==> src/rtl/colocador_bombas.sv <==
// colocador_bombas: clears the 8x8 minesweeper board, then places bombs (bit 6)
// at LFSR-chosen cells while keeping the first-click cell bomb-free.
module colocador_bombas #(
  parameter logic [15:0] LFSR_DEFAULT = 16'hACE1,
  parameter int          MAX_CICLOS   = 4096
) (
  input  logic                  clk,
  input  logic                  reset,
  input  logic                  start,
  input  logic [5:0]            num_bombas,
  input  logic [15:0]           semilla,
  input  logic [2:0]            excl_fila,
  input  logic [2:0]            excl_col,
  output logic [7:0][7:0][8:0]  tablero,
  output logic                  ocupado,
  output logic                  listo,
  output logic                  error
);

  localparam int BW = $clog2(MAX_CICLOS + 1);
  localparam logic [BW-1:0] LAST_CYCLE = BW'(MAX_CICLOS - 1);

  typedef enum logic [1:0] {
    IDLE  = 2'd0,
    CLEAR = 2'd1,
    PLACE = 2'd2,
    DONE  = 2'd3
  } state_t;

  state_t          state_r;
  state_t          state_next;
  logic [15:0]     lfsr_r;
  logic [5:0]      cnt_r;
  logic [5:0]      nb_r;
  logic [2:0]      ef_r;
  logic [2:0]      ec_r;
  logic [BW-1:0]   budget_r;

  logic            capture_s;
  logic            clear_s;
  logic            place_s;
  logic            accept_s;
  logic            err_set_s;
  logic [2:0]      row_s;
  logic [2:0]      col_s;
  logic [15:0]     lfsr_next_s;
  logic [15:0]     seed_s;

  assign row_s       = lfsr_r[5:3];
  assign col_s       = lfsr_r[2:0];
  assign lfsr_next_s = {lfsr_r[14:0], lfsr_r[15] ^ lfsr_r[13] ^ lfsr_r[12] ^ lfsr_r[10]};
  assign seed_s      = (semilla == 16'h0000) ? LFSR_DEFAULT : semilla;

  // State register
  always_ff @(posedge clk or negedge reset) begin
    if (!reset) begin
      state_r <= IDLE;
    end else begin
      state_r <= state_next;
    end
  end

  // Next-state logic and per-cycle control strobes
  always_comb begin
    state_next = state_r;
    capture_s  = 1'b0;
    clear_s    = 1'b0;
    place_s    = 1'b0;
    accept_s   = 1'b0;
    err_set_s  = 1'b0;
    case (state_r)
      IDLE, DONE: begin
        if (start) begin
          capture_s  = 1'b1;
          state_next = CLEAR;
        end else begin
          state_next = state_r;
        end
      end
      CLEAR: begin
        clear_s = 1'b1;
        if (nb_r == 6'd0) begin
          state_next = DONE;
        end else begin
          state_next = PLACE;
        end
      end
      PLACE: begin
        place_s  = 1'b1;
        accept_s = !tablero[row_s][col_s][6] && !((row_s == ef_r) && (col_s == ec_r));
        if ((cnt_r + {5'b00000, accept_s}) == nb_r) begin
          state_next = DONE;
        end else if (budget_r == LAST_CYCLE) begin
          state_next = DONE;
          err_set_s  = 1'b1;
        end else begin
          state_next = PLACE;
        end
      end
      default: begin
        state_next = IDLE;
      end
    endcase
  end

  // Request capture, board clearing and bomb placement
  always_ff @(posedge clk or negedge reset) begin
    if (!reset) begin
      tablero  <= '0;
      lfsr_r   <= LFSR_DEFAULT;
      cnt_r    <= 6'd0;
      nb_r     <= 6'd0;
      ef_r     <= 3'd0;
      ec_r     <= 3'd0;
      budget_r <= '0;
    end else if (capture_s) begin
      nb_r   <= num_bombas;
      ef_r   <= excl_fila;
      ec_r   <= excl_col;
      lfsr_r <= seed_s;
    end else if (clear_s) begin
      tablero  <= '0;
      cnt_r    <= 6'd0;
      budget_r <= '0;
    end else if (place_s) begin
      lfsr_r   <= lfsr_next_s;
      budget_r <= budget_r + BW'(1);
      if (accept_s) begin
        tablero[row_s][col_s] <= 9'h040;
        cnt_r                 <= cnt_r + 6'd1;
      end else begin
        cnt_r <= cnt_r;
      end
    end else begin
      lfsr_r <= lfsr_r;
    end
  end

  // Status flags registered from the next state so they line up with it
  always_ff @(posedge clk or negedge reset) begin
    if (!reset) begin
      ocupado <= 1'b0;
      listo   <= 1'b0;
      error   <= 1'b0;
    end else begin
      ocupado <= (state_next == CLEAR) || (state_next == PLACE);
      listo   <= (state_next == DONE);
      if (capture_s) begin
        error <= 1'b0;
      end else if (err_set_s) begin
        error <= 1'b1;
      end else begin
        error <= error;
      end
    end
  end

endmodule

==> config.mk <==
export PLATFORM = sky130hd
export DESIGN_NAME = colocador_bombas
export DESIGN_NICKNAME = d
export VERILOG_FILES = /design/src/rtl/colocador_bombas.sv
export SDC_FILE = /design/constraint.sdc
export NUM_CORES = 1
export LEC_CHECK = 0
export CAP_MARGIN = 20
export CORE_MARGIN = 2
export CORE_UTILIZATION = 40
export DETAILED_ROUTE_END_ITERATION = 16
export PLACE_DENSITY = 0.78
export REMOVE_ABC_BUFFERS = 1
export SLEW_MARGIN = 20
export SYNTH_ARGS = -nofsm -noshare
export SYNTH_HDL_FRONTEND = slang
export SYNTH_SLANG_ARGS = --single-unit
export TNS_END_PERCENT = 100
==> constraint.sdc <==
create_clock -name clk -period 13.6 [get_ports clk]
set_clock_uncertainty 0.2 [all_clocks]
set_input_delay 2.04 -clock clk [delete_from_list [all_inputs] [get_ports clk]]
set_output_delay 2.04 -clock clk [all_outputs]
set_load 0.02 [all_outputs]
Yosys cells after proc, flatten, opt, wreduce, memory -nomap -nowiden
Cells that the tools add are included.
Word-level totals
  flip-flop bits (word level): 628
  latch bits: 0
  RAM bits: 0
  ROM bits: 0
  input port bits: 31
  output and inout bits: 579
  word-level logic and storage cells: 152
  memories: 0
Operators by class
  $add $sub $neg: 3
  multipliers: 0
  divide/modulo/power cells: 0
  order comparisons: 4
  equality and inequality tests: 11
  shift operators: 0
  muxes and demuxes: 35
  bitwise gates (word level): 7
  reductions and logical operators: 18
Operators by type and width (number)
  2-to-1 mux 576 bit: 3
  AND 512 bit: 1
  inverter 512 bit: 1
  binary-select mux 72 bit (select 3 bit): 1
  demux 72 bit (select 3 bit): 1
  2-to-1 mux 72 bit: 2
  2-to-1 mux 16 bit: 4
  bitwise OR 64 bit: 1
  binary-select mux 9 bit (select 3 bit): 1
  demux 9 bit (select 3 bit): 1
  2-to-1 mux 13 bit: 2
  2-to-1 mux 6 bit: 3
  logical NOT 16 bit: 1
  adder 13 x 1 -> 13 bit (second input constant): 1
  equality test 13 x 12 -> 1 bit (second input constant): 1
  2-to-1 mux 1 bit: 13
  2-to-1 mux 9 bit: 1
  equality test 2 bit (second input constant): 4
  < comparator 3 x 4 -> 1 bit (second input constant): 2
  nonzero test 2 bit: 4
  2-to-1 mux 7 bit: 1
  adder 6 x 1 -> 6 bit: 1
  adder 6 x 1 -> 6 bit (second input constant): 1
  equality test 3 bit: 2
  other kinds (16): 25

Depth between registers and ports, before layout
  word-level depth: 12
  mapped depth: 21
  depth with buffers taken out: 16

Worst setup path before layout
Ideal clock, no wire load.
  path kind: flip-flop to flip-flop
  start point: register lfsr_r[5]
  end point: register ocupado
  setup time: 0.126 ns
  data arrival time: 3.955 ns
  required time: 13.274 ns
  slack: 9.319 ns
  stages on the path, launching flop included: 21
  buffers on the path: 4
  period minus slack after synthesis: 4.281 ns
  cells stage by stage: dfstp_2 clkbuf_1 buf_4 mux2_2 a22oi_1 a311oi_1 a311o_1 nor4_2 buf_2 buf_4 and3_1 ha_1 ha_1 nand2b_1 o211ai_1 o211ai_1 o31a_1 nor3_1 o21ai_0 a22oi_1 ha_1
On the way
  word-level cells in the longest chain between the ends: 12
  elaborated cells on any way between the ends: 16
  classes of those cells: 1 x add/sub; 4 x eq/ne; 6 x mux; 5 x reduce/logical
RTL lines
  start: declaration: RTL line 32  | logic [15:0] lfsr_r;
  start signal: assignment: RTL line 120  | lfsr_r <= seed_s;
  start signal: assignment: RTL line 126  | lfsr_r <= lfsr_next_s;
  start signal: assignment: RTL line 135  | lfsr_r <= lfsr_r;
  binary-select mux 72 bit (select 3 bit): RTL line 90  | accept_s = !tablero[row_s][col_s][6] && !((row_s == ef_r) && (col_s == ec_r));
  2-to-1 mux 72 bit (not written as such): RTL line 90
  binary-select mux 9 bit (select 3 bit): RTL line 90
  2-to-1 mux 7 bit (not written as such): RTL line 90
  logical NOT 1 bit: RTL line 90
  logical AND 1 bit *: RTL line 90
  adder 6 x 1 -> 6 bit *: RTL line 91  | if ((cnt_r + {5'b00000, accept_s}) == nb_r) begin
  equality test 6 bit *: RTL line 91
  2-to-1 mux 1 bit *: RTL line 91
  case mux 2 bit (3 select lines) *: RTL line 71  | case (state_r)
  via state_next[0]: RTL line 31  | state_t state_next;
  equality test 2 x 1 -> 1 bit / equality test 2 bit (equally long branches): RTL line 146  | ocupado <= (state_next == CLEAR) || (state_next == PLACE);
  logical OR 1 bit *: RTL line 146
  end signal: assignment: RTL line 146
  end: declaration: RTL line 15  | output logic ocupado,
The timed path passes the listed nets; every way through them passes the cells marked *. The select of a mux whose other input is x is not followed.
A chain may end at the register's enable or synchronous reset.

Worst setup path after layout
Ends and elaborated chain as after synthesis.

==> results.md <==
* Pwr Total at 5.28 mW
* Register area share after synthesis at 70.2%
* CP Class: reg2reg
* GPL Wtd Cong at 0.887
* Critical Path Fanout Max at 35
* Final Non-Filler Cells at 3176
* DIE HEIGHT at 241 um
* IO Port Bufs at 609
* Worst slew margin at 28.1%
* Slowest cell delay on critical path at 0.96 ns
* Post-synth EDFFs at 0
* CTS Buffer Depth at 3
* Startpoint of the worst hold path: lfsr_r[9]
* Synthesized area per cell at 12.5 sq um
* Setup Fix Bufs, Post-CTS at 0
* Hold-fix buffers at CTS at 0
* CTS tree: built
* Overflow after GRT at 0
* Die Width at 241 um
* Top FF cell, synth: dfrtp_1
* Drt drc at 0
* PwrDens at 168 nW/um^2
* CP Data Required Time at 13.87 ns
* Fin. max-slew vios at 0
* H-Tree Depth at 3
* Worst hold path depth at 2
* Clock Latency Late Sink at 0.59 ns
* Hold EP: lfsr_r[9]
* Cells after Synth at 1792
* Initial Util at 40.6%
* N_diodes at 0
* Largest net degree at the start of global routing at 197
* Synth cell types at 60
* Vias/cell at 5.24
* Commonest cells in the netlist: dfrtp_1 (620), and3_1 (522), clkbuf_1 (85), nand2_1 (85)
* Vias at 16600
* Worst vdd rail ir drop at 0.115 mV
* Vias in the first global route at 17000
* Worst path most repeated cell: ha_1
* Routed wire length at 71800 um
* Crit path launch type: flip-flop
* Setup TNS Final at 0 ns
* HP Class: reg2reg
* Placed cell count at 3053
* Synthesis Warnings at 0
* FP Rows at 86
* Die Area at 57900 sq um
* MaxCap Viol Count at 0
* Worst-path clk slew at 0.06 ns
* Root buffer cell: clkbuf_16
* Synth top area share at 69.3%
* FF-to-FF Start: lfsr_r[5]
* # setup viols final at 0
* Cell Area, Synth at 22400 sq um
* Global-route wire length before repair at 107000 um
* Capturing point of the worst reg2reg path: ocupado
* Sequential cell area at 15700 sq um
* Resized cells post-CTS at 0
* Fillers at 4379
* Antenna-violating nets left at 0
* Final Hold Viols at 0
* Area of the multi-input gates at 5980 sq um
* Initial antenna violation count at 0
* Share of cells above drive strength 1 at 6.34%
* Core area at 55200 sq um
* Critical Path Sink Type: flip-flop
* Fmax at 0.220 GHz
* Pleak at 16.2 nW
* Reg2Reg Depth at 16
* Count leader, synth: dfrtp_1
* Area delta synth->final at 40.6%
* Synth Register Bits at 628
* Final min period at 4.55 ns
* Critical-path cell list: mux2_2 > a22oi_1 > a311oi_1 > a311o_1 > nor4_4 > and3_1 > ha_1 > ha_1 > nand2b_1 > o211ai_1 > o211ai_1 > o31a_1 > nor3_1 > o21ai_0 > a22oi_1 > ha_1
* Post-DP HPWL at 50100 um
* Critical path's slowest cell: dfstp_2
* WL/cell at 22.6 um
* Status: finished clean
* Cell accounting for the most synthesized area: dfrtp_1
* NumNets Final at 2413
* Initial DRC count at 904
* RSZ-0062 raised after global routing: false
* Critical Path AT at 4.82 ns
* Gr usage total at 24.5%
* Final period utilization at 33.5%
* Inserted Clock Buffers at 67
* FFs w/ async S/R, synth at 100%
* Initial DRT Pass Iterations at 5
* Ranking of synthesized cells by area: dfrtp_1 (69%), and3_1 (15%), nand3_1 (1.7%)
* # clock sinks at 628
* IO Count at 610
* FF-to-FF setup slack at 9.05 ns
* Slew at the pin closest to its max-slew limit at 1.07 ns
state kept, by name, indices dropped and copies added (netlist names):
signal / flops
state_r: 2
nb_r: 6
listo: 1
cnt_r: 6
budget_r: 13
ocupado: 1
tablero: 576
lfsr_r: 16
ef_r: 3
error: 1
ec_r: 3
layer usage:
layer	part of all wire, %	vias to the layer above	global-route usage [%]
met2	47	615	38.7
li1	-	7444	-
met3	7.8	142	6.94
met5	0	-	0
met1	42	8444	31.9
met4	3.7	0	9.66
worst max-delay path by stage:
stage	start	endpoint	slack [ns]	depth (start not counted)
finish	lfsr_r[5]	ocupado	9.05	16
global route	lfsr_r[5]	ocupado	8.64	16
CTS	lfsr_r[5]	ocupado	9.10	16
detailed placement	reset	tablero[562]	8.74	3
global placement	reset	tablero[56]	8.87	3
floorplan	state_r[0]	tablero[0]	5.75	4
through the flow:
stage	area, sq um	utilization [%]	setup WS [ns]	hold WS (ns)
2_1_floorplan	21900	-	5.75	0.250
3_3_place_gp	29100	52.8	8.87	0.267
3_5_place_dp	29100	52.8	8.74	0.272
4_1_cts	31500	57.0	9.10	0.286
5_1_grt	31500	57.0	8.64	0.318
6_report	31500	57.0	9.05	0.287
layout by cell type (no fill, tap or decap), types with 5 or more instances in the layout:
cell type / count
clkinv_2: 8
clkdlybuf4s50_1: 608
or3_1: 5
a221oi_1: 6
a21oi_1: 73
mux2_2: 5
dfstp_2: 8
nand3_1: 75
buf_4: 10
xor2_1: 6
nor2_1: 21
nor4_1: 7
o211ai_1: 5
a31oi_1: 7
dfrtp_1: 619
clkbuf_8: 20
o21ai_0: 27
clkbuf_1: 10
nor2b_1: 6
and2_1: 10
bufinv_16: 5
nor3_1: 13
clkbuf_16: 68
nand2_1: 85
xnor2_1: 14
a22oi_1: 10
nand2b_1: 9
o22ai_1: 8
mux2i_1: 5
inv_1: 75
and3_1: 522
ha_1: 7
where the power goes:
part	total (mW)	internal (mW)	switching, mW
logic	1.17	0.388	0.785
clock network	1.89	1.13	0.756
registers	2.22	2.01	0.211
critical path, delay by kind of cell (launching register included):
family	cells	cell delay (ns)
flops	1	0.96
fa+ha+maj	3	0.67
compound gates	8	1.46
mux	1	0.40
simple gates	4	0.74
area by class of cell:
class                           instances  share of cell area, %
Sequential cell                       628                   50.0
Timing Repair Buffer                  622                   19.8
Multi-Input combinational cell        981                   19.0
Clock buffer                           98                   6.40
Tap cell                              748                   2.97
Clock inverter                         24                  0.966
Inverter                               75                  0.894
logic make-up after synthesis:
logic type / share of synthesized area (%)
compound gates: 4.58
buf+inv: 3.25
xor+xnor: 0.782
fa+ha+maj: 0.391
flops: 70.2
mux: 0.475
simple gates: 20.3
No activity file was read; power rests on OpenSTA's default activity.
